**config.mk**
```make
export PLATFORM = sky130hd
export DESIGN_NAME = hazard_ctrl
export DESIGN_NICKNAME = d
export VERILOG_FILES = /design/src/rtl/arm_pipe_pkg.sv /design/src/rtl/hazard_detect.sv /design/src/rtl/hazard_ctrl.sv
export SDC_FILE = /design/constraint.sdc
export NUM_CORES = 1
export LEC_CHECK = 0
export CORE_MARGIN = 2
export CORE_UTILIZATION = 40
export DETAILED_ROUTE_END_ITERATION = 6
export PLACE_DENSITY = 0.77
export SLEW_MARGIN = 10
export SYNTH_ARGS = -nofsm -noshare
export SYNTH_HDL_FRONTEND = slang
export SYNTH_SLANG_ARGS = --single-unit
```
**constraint.sdc**
```tcl
create_clock -name clk -period 2.4 [get_ports clk]
set_clock_uncertainty 0.15 [all_clocks]
set_input_delay 0.48 -clock clk [delete_from_list [all_inputs] [get_ports clk]]
set_output_delay 0.48 -clock clk [all_outputs]
set_load 0.05 [all_outputs]
```
**src/rtl/arm_pipe_pkg.sv**
```systemverilog
// Shared pipeline definitions for the 5-stage ARM core.
//   REG_W    : register index width
//   STALL_W  : width of the stall performance counter
//   FLUSH_W  : width of the flush performance counter
//   state_e  : memory-wait tracking state (RUN, WAIT, ERR)
package arm_pipe_pkg;

  localparam int unsigned REG_W   = 4;
  localparam int unsigned STALL_W = 32;
  localparam int unsigned FLUSH_W = 16;

  typedef enum logic [1:0] {
    RUN  = 2'd0,
    WAIT = 2'd1,
    ERR  = 2'd2
  } state_e;

endpackage

```
**src/rtl/hazard_detect.sv**
```systemverilog
// Combinational RAW hazard detection between the ID-stage sources and the
// EXE/MEM-stage destinations.
//   id_src1/2, id_use_src1/2 : sources of the ID instruction and whether read
//   exe_wb_en, exe_dest      : EXE writer and its destination
//   exe_mem_read             : EXE instruction is a load
//   mem_wb_en, mem_dest      : MEM writer and its destination
//   hazard                   : ID instruction must be held one cycle
module hazard_detect #(
  parameter int unsigned REG_W  = arm_pipe_pkg::REG_W,
  parameter bit          FWD_EN = 1'b0
) (
  input  logic [REG_W-1:0] id_src1,
  input  logic [REG_W-1:0] id_src2,
  input  logic             id_use_src1,
  input  logic             id_use_src2,
  input  logic             exe_wb_en,
  input  logic [REG_W-1:0] exe_dest,
  input  logic             exe_mem_read,
  input  logic             mem_wb_en,
  input  logic [REG_W-1:0] mem_dest,
  output logic             hazard
);

  logic exe_match;
  logic mem_match;

  // Source-vs-destination match, only for sources the instruction actually reads
  always_comb begin
    exe_match = (id_use_src1 && (id_src1 == exe_dest)) ||
                (id_use_src2 && (id_src2 == exe_dest));
    mem_match = (id_use_src1 && (id_src1 == mem_dest)) ||
                (id_use_src2 && (id_src2 == mem_dest));
  end

  // With forwarding only a load result is too late; without it any pending writer is
  always_comb begin
    hazard = 1'b0;
    if (FWD_EN) begin
      hazard = exe_mem_read && exe_wb_en && exe_match;
    end else begin
      hazard = (exe_wb_en && exe_match) || (mem_wb_en && mem_match);
    end
  end

endmodule

```
**src/rtl/hazard_ctrl.sv**
```systemverilog
// Pipeline control unit: freeze/bubble/flush generation, memory-wait timeout
// tracking and stall/flush performance counters.
//   clk, rst (async, active-low)
//   id_*, exe_*, mem_wb_en, mem_dest : register usage in ID/EXE/MEM
//   exe_branch_taken                 : branch resolved taken in EXE
//   mem_req, mem_ready               : MEM-stage memory handshake
//   freeze_front, bubble_id          : hold PC + IF/ID, zero ID/EXE controls (comb)
//   flush_front                      : clear IF/ID and ID/EXE (comb)
//   freeze_all                       : hold every pipeline register and PC (comb)
//   mem_err                          : sticky memory timeout (registered)
//   stall_cnt, flush_cnt             : saturating performance counters (registered)
module hazard_ctrl #(
  parameter int unsigned REG_W   = arm_pipe_pkg::REG_W,
  parameter bit          FWD_EN  = 1'b0,
  parameter int unsigned TIMEOUT = 64
) (
  input  logic             clk,
  input  logic             rst,
  input  logic [REG_W-1:0] id_src1,
  input  logic [REG_W-1:0] id_src2,
  input  logic             id_use_src1,
  input  logic             id_use_src2,
  input  logic             exe_wb_en,
  input  logic [REG_W-1:0] exe_dest,
  input  logic             exe_mem_read,
  input  logic             mem_wb_en,
  input  logic [REG_W-1:0] mem_dest,
  input  logic             exe_branch_taken,
  input  logic             mem_req,
  input  logic             mem_ready,
  output logic             freeze_front,
  output logic             bubble_id,
  output logic             flush_front,
  output logic             freeze_all,
  output logic             mem_err,
  output logic [31:0]      stall_cnt,
  output logic [15:0]      flush_cnt
);

  import arm_pipe_pkg::state_e;
  import arm_pipe_pkg::RUN;
  import arm_pipe_pkg::WAIT;
  import arm_pipe_pkg::ERR;

  // Wait counter only needs to reach TIMEOUT-1
  localparam int unsigned WAIT_W = (TIMEOUT > 2) ? $clog2(TIMEOUT) : 1;

  state_e            state_q;
  state_e            state_d;
  logic [WAIT_W-1:0] wait_cnt_q;
  logic [WAIT_W-1:0] wait_cnt_d;
  logic              mem_err_d;
  logic              hazard;
  logic              mem_stall;

  hazard_detect #(
    .REG_W  (REG_W),
    .FWD_EN (FWD_EN)
  ) u_hazard_detect (
    .id_src1      (id_src1),
    .id_src2      (id_src2),
    .id_use_src1  (id_use_src1),
    .id_use_src2  (id_use_src2),
    .exe_wb_en    (exe_wb_en),
    .exe_dest     (exe_dest),
    .exe_mem_read (exe_mem_read),
    .mem_wb_en    (mem_wb_en),
    .mem_dest     (mem_dest),
    .hazard       (hazard)
  );

  assign mem_stall = mem_req && !mem_ready;

  // State, wait counter and sticky error register
  always_ff @(posedge clk or negedge rst) begin
    if (!rst) begin
      state_q    <= RUN;
      wait_cnt_q <= '0;
      mem_err    <= 1'b0;
    end else begin
      state_q    <= state_d;
      wait_cnt_q <= wait_cnt_d;
      mem_err    <= mem_err_d;
    end
  end

  // Next state: count consecutive unready cycles, ERR is terminal until reset
  always_comb begin
    state_d    = state_q;
    wait_cnt_d = wait_cnt_q;
    mem_err_d  = mem_err;
    unique case (state_q)
      RUN: begin
        if (mem_stall) begin
          state_d    = WAIT;
          wait_cnt_d = WAIT_W'(1);
        end
      end
      WAIT: begin
        if (mem_ready) begin
          state_d    = RUN;
          wait_cnt_d = '0;
        end else if (wait_cnt_q == WAIT_W'(TIMEOUT - 1)) begin
          state_d   = ERR;
          mem_err_d = 1'b1;
        end else begin
          wait_cnt_d = wait_cnt_q + WAIT_W'(1);
        end
      end
      ERR: begin
        mem_err_d = 1'b1;
      end
      default: begin
        state_d = RUN;
      end
    endcase
  end

  // Priority: global freeze > branch flush > hazard stall; all forced low in reset
  always_comb begin
    freeze_all   = 1'b0;
    flush_front  = 1'b0;
    freeze_front = 1'b0;
    bubble_id    = 1'b0;
    if (!rst) begin
      freeze_all = 1'b0;
    end else if (mem_stall || (state_q == ERR)) begin
      freeze_all = 1'b1;
    end else if (exe_branch_taken) begin
      flush_front = 1'b1;
    end else if (hazard) begin
      freeze_front = 1'b1;
      bubble_id    = 1'b1;
    end
  end

  // Saturating performance counters
  always_ff @(posedge clk or negedge rst) begin
    if (!rst) begin
      stall_cnt <= '0;
      flush_cnt <= '0;
    end else begin
      if ((freeze_front || freeze_all) && (stall_cnt != '1)) begin
        stall_cnt <= stall_cnt + 32'd1;
      end
      if (flush_front && (flush_cnt != '1)) begin
        flush_cnt <= flush_cnt + 16'd1;
      end
    end
  end

endmodule
```
Word-level counts from Yosys, hierarchy flattened
Index checks and enable logic that the tools add are counted.
Cells by class
  add/subtract/negate cells: 3
  $mul: 0
  div/mod/pow operators: 0
  order comparisons: 0
  equality and inequality tests: 14
  shifts and indexed selects: 0
  mux-type cells: 20
  bitwise gates (word level): 1
  reductions and logical operators: 21
Operators with widths (count)
  32-bit by 1-bit adder with 32-bit output, second input constant: 1
  32-bit inequality test, second input constant: 1
  6-bit 2-to-1 mux: 3
  16-bit by 1-bit adder with 16-bit output, second input constant: 1
  4-bit == test: 4
  16-bit inequality test, second input constant: 1
  6-bit one-hot mux with 2 select lines: 1
  1-bit 2-to-1 mux: 11
  1-bit logical AND: 9
  3-bit AND reduction: 3
  6-bit by 1-bit adder with 6-bit output, second input constant: 1
  6-bit == test, second input constant: 1
  2-bit 2-to-1 mux: 3
  2-bit inequality test, second input constant: 3
  3-bit inequality test, second input constant: 2
  2-bit one-hot mux with 3 select lines: 1
  1-bit logical OR: 5
  2-bit nonzero test: 2
  2-bit by 1-bit == test with 1-bit output, second input constant: 1
  2-bit == test, second input constant: 1
  2-bit zero test: 1
  1-bit one-hot mux with 2 select lines: 1
  1-bit zero test: 1
  1-bit inverter: 1
Word-level totals
  register bits after elaboration: 57
  latch bits: 0
  bits in writable memories: 0
  ROM bits: 0
  bits of input ports: 26
  output and inout port bits: 53
  logic and storage cells: 64
  memories: 0

Logic depth before layout (Yosys ltp)
  word-level depth: 11
  gate-level depth with buffers: 8
  depth with buffers taken out: 8

Cells and area by module
A second synthesis with hierarchy kept.
Second synthesis, totals
  cells, all modules: 296
  area total of the unflattened synthesis: 2995.4 um^2
Modules (own cells, without submodules)
  hazard_ctrl: instances 1, cells each 271, area each 2803.9 um^2, sequential area each 1426.4 um^2
  hazard_detect: instances 1, cells each 25, area each 191.4 um^2, sequential area each 0.0 um^2

Worst setup path before layout
No wires, ideal clock.
  path type: input-to-output
  start point: in exe_dest[3]
  end point: out freeze_front
  data arrival time: 2086 ps
  data required time: 1770 ps
  setup slack: -316 ps
  stages on the path: 5
  path buffers: 1
  cells stage by stage: xor2_1 > nor4_1 > nor4_2 > nor2_1 > buf_4
On the way
  word-level cells in the longest chain between the ends: 9
  elaborated cells between the ends (all ways): 11
  those cells by class: 2 x eq/ne; 4 x mux; 5 x reduce/logical
Ends and longest elaborated chain
  start: declaration: line hazard_ctrl.sv:24  | input logic [REG_W-1:0] exe_dest,
  4-bit == test, on equally long branches: line hazard_detect.sv:29, hazard_detect.sv:30
  1-bit logical AND, on equally long branches: line hazard_detect.sv:29, hazard_detect.sv:30
  1-bit logical OR *: line hazard_detect.sv:29  | exe_match = (id_use_src1 && (id_src1 == exe_dest)) ||
  1-bit logical AND *: line hazard_detect.sv:41  | hazard = (exe_wb_en && exe_match) || (mem_wb_en && mem_match);
  1-bit logical OR *: line hazard_detect.sv:41
  1-bit 2-to-1 mux * (4 in a row)
  end: declaration: line hazard_ctrl.sv:31  | output logic freeze_front,
Mark *: on every way between the ends. The rest lies on a longest branch, timed or not.

Final worst setup path
  start point: in exe_dest[1]
  end point: out freeze_front
On the way
  word-level cells in the longest chain between the ends: 9
  elaborated cells between the ends (all ways): 11
  those cells by class: 2 x eq/ne; 4 x mux; 5 x reduce/logical
Ends and longest elaborated chain
  4-bit == test, on equally long branches: line hazard_detect.sv:29, hazard_detect.sv:30
  1-bit logical AND, on equally long branches: line hazard_detect.sv:29, hazard_detect.sv:30
  1-bit logical OR *: line hazard_detect.sv:29
  1-bit logical AND *: line hazard_detect.sv:41
  1-bit logical OR *: line hazard_detect.sv:41
  1-bit 2-to-1 mux *: line hazard_ctrl.sv:131  | end else if (hazard) begin
  1-bit 2-to-1 mux *: line hazard_ctrl.sv:129  | end else if (exe_branch_taken) begin
  1-bit 2-to-1 mux *: line hazard_ctrl.sv:127  | end else if (mem_stall || (state_q == ERR)) begin
  1-bit 2-to-1 mux *: line hazard_ctrl.sv:125  | if (!rst) begin
Marked as above.

==> impl_metrics.py <==
metrics = {
    "grt": {
        "grt_pass1_wl_mm": 12.3,
        "overflow": 0,
        "antenna_found_initial": 0,
        "grt_pass1_vias": 2691,
        "grt_max_degree": 58,
        "grt.total_usage_pct": 18.3,
    },
    "cts": {
        "cts.sink_count": 57,
        "cts_hold_buf": 0,
        "clk_pin_slew_ns": 0.06,
        "cts_buffer_depth": 2,
        "cts_buffers": 9,
        "cts_tree": "yes",
        "h-tree-depth": 3,
        "worstSkewPairLatency_ns": 0.33,
        "cts_root_buffer": "clkbuf_8",
    },
    "detailed_routing": {
        "vias_per_cell": 5.15,
        "drc_errors": 0,
        "first_pass_iters": 4,
        "ant_nets": 0,
        "via_count": 2699,
        "wl_per_cell_um": 14.5,
        "drt_iter0_drc": 130,
        "drt-total-wl_mm": 7.60,
    },
    "logic_synthesis": {
        "ys_types": 46,
        "synth_nets": 337,
        "synthTopCellsByCount": "dfrtp_1, xnor2_1, nand3_1",
        "synth_most_common_cell": "dfrtp_1",
        "ys_ff_latch": 57,
        "syn_area_um2": 3110,
        "avgSynthCellArea_um2": 10.1,
        "synthTopCellsByArea": "dfrtp_1, xnor2_1, xor2_1",
        "yosys_warnings": 0,
        "ys.flop_type": "dfrtp_1",
        "synthCells": 308,
        "synth_edf_count": 0,
        "synth_top_area_share_pct": 45.9,
        "ys_seq_area_share_pct": 45.9,
        "synthArstFlopShare_pct": 100,
        "yosysTopAreaCell": "dfrtp_1",
    },
    "cells_and_area": {
        "area_growth_pct": 44.8,
        "fin_util_pct": 59.1,
        "final_nets": 446,
        "antenna_cells": 0,
        "ff_latch_area_um2": 1430,
        "finish.instance_area_um2": 4500,
        "multi_input_area_um2": 1770,
        "drive_gt1_share_pct": 23.2,
        "fillers": 683,
        "layoutNonFillerInstCount": 524,
    },
    "timing": {
        "rsz0062_at_grt": "yes",
        "maxSlewViolCount": 0,
        "fmax_mhz": 407,
        "finalSetupViolCount": 2,
        "finalWorstSetupSlack_ns": -0.0583,
        "maxSlewHeadroom_pct": 53.2,
        "hold_ws_ns": 0.194,
        "setup_tns_ns": -0.115,
        "fin_crit_ns": 2.46,
        "worstMarginPinSlew_ns": 0.701,
        "hold_viol": 0,
        "finalCritPeriodShare_pct": 102,
    },
    "floorplanning": {
        "start_util_pct": 40.8,
        "ioPinCount": 79,
        "die_x_um": 92.1,
        "die_height_um": 92.1,
        "dieArea_um2": 8480,
        "fp.coreArea_um2": 7610,
        "rows": 32,
    },
    "pwr": {
        "irDropWorstVdd_uv": 238,
        "p_sw_mw": 0.979,
        "p_clk_share_pct": 28.6,
        "leakage_nw": 1.93,
        "swShare_pct": 35.3,
        "p_total_mw": 2.77,
        "p_comb_share_pct": 29.3,
        "seqPwrFrac_pct": 42.1,
        "power_density_nw_per_um2": 617,
        "internal-power_mw": 1.79,
    },
    "placement": {
        "dpl_cell_area_um2": 4140,
        "pre_cts_slack_ns": -0.329,
        "io_buffer_count": 77,
        "gp_congestion": 0.846,
        "dp.cells": 502,
        "dp_hpwl_mm": 5.37,
    },
    "min_path": {
        "hp-class": "in -> async",
    },
    "worst_setup_path": {
        "crit_arrival_ns": 1.83,
        "critPathMaxFanout": 2,
        "worstSetupEndpointType": "primary output",
        "start_kind": "primary input",
        "crit_type": "in -> out",
        "r2r_start": "state_q[0]$_DFFE_PN0P_",
        "startpoint": "exe_dest[1]",
        "required_ns": 1.77,
    },
    "status": {
        "status": "complete, but fails checks",
        "violations": "setup timing",
    },
    "flow_run": {
        "maxCapViolCount": 0,
    },
}
final timing paths:
check | to | slack, ns | cells past startpoint
max | freeze_front | -0.06 | 7
min | flush_cnt[6]$_DFFE_PN0P_ | 0.19 | 2
max reg2reg | stall_cnt[2]$_DFFE_PN0P_ | 0.18 | 10
min reg2reg | mem_err$_DFFE_PN0P_ | 0.33 | 1
max in group asynchronous | stall_cnt[0]$_DFFE_PN0P_ | 1.42 | 2
min in group clk | mem_err$_DFFE_PN0P_ | 0.33 | 1
per-layer routing:
metal	global-route usage, %	share of wire (%)
met2	29.8	51
met4	9.45	2.0
met3	3.70	3.3
met1	23.1	44
met5	0	0
placed cells by master (no fill, tap or decap), drive strengths merged, types with 4 or more instances in the layout:
| cell type | instances |
|---|---|
| dfrtp | 57 |
| nand4 | 18 |
| and4 | 4 |
| a21oi | 9 |
| nand2 | 27 |
| clkdlybuf4s15 | 4 |
| dlygate4sd2 | 7 |
| nor4 | 9 |
| nor2 | 19 |
| inv | 9 |
| clkbuf | 18 |
| and2 | 4 |
| buf | 37 |
| o21ai | 8 |
| and3 | 17 |
| xor2 | 21 |
| nor3 | 6 |
| nand3 | 32 |
| clkdlybuf4s50 | 52 |
| xnor2 | 37 |
state kept, by name, summed over array words and instances (netlist names):
register	count
state_q	2
flush_cnt	16
wait_cnt_q	6
stall_cnt	32
mem_err	1
critical path: stages:
cell,delay [ns]
dlygate4sd2_1,0.27
xor2_1,0.31
nor4_4,0.08
nor4_4,0.31
buf_4,0.18
nor2_4,0.05
buf_8,0.15
cell families (layout without fill, tap and decap cells):
group                      after synthesis  after routing  synth area share [%]
and+or+nand+nor                        146            146                  27.6
DFF                                     57             57                  45.9
muxes                                    3              3                  1.21
xor gates and xnor gates                58             58                  16.4
buffers and inverters                   16            130                  2.34
AOI/OAI and AO/OA                       25             25                  5.32
adders and majority gates                3              3                  1.21
power by group through the flow:
stage / Clock (mW) / Combinational (mW) / Sequential (mW)
6_report: 0.793 / 0.813 / 1.17
5_1_grt: 0.861 / 0.853 / 1.18
4_1_cts: 0.814 / 0.789 / 1.17
3_5_place_dp: 0 / 0.781 / 1.18
3_3_place_gp: 0 / 0.768 / 1.18
2_1_floorplan: 0 / 0.201 / 1.44
layout make-up:
cell class,count,share of cell area [%]
multi-input cells,235,39.3
flip-flops and latches,57,31.8
repair buffers,105,21.5
clock buffers,13,3.53
well taps,102,2.84
inverters,9,0.751
clock inverters,3,0.334
timing repair:
item / in CTS / in global routing
endpoints found under the hold margin: 0 / 0
endpoints found under the setup margin: 3 / 34
setup buffers: 5 / 1
gates resized for setup: 41 / 40
pin swaps: 21 / 14
Power figures use the tool's default switching activity.
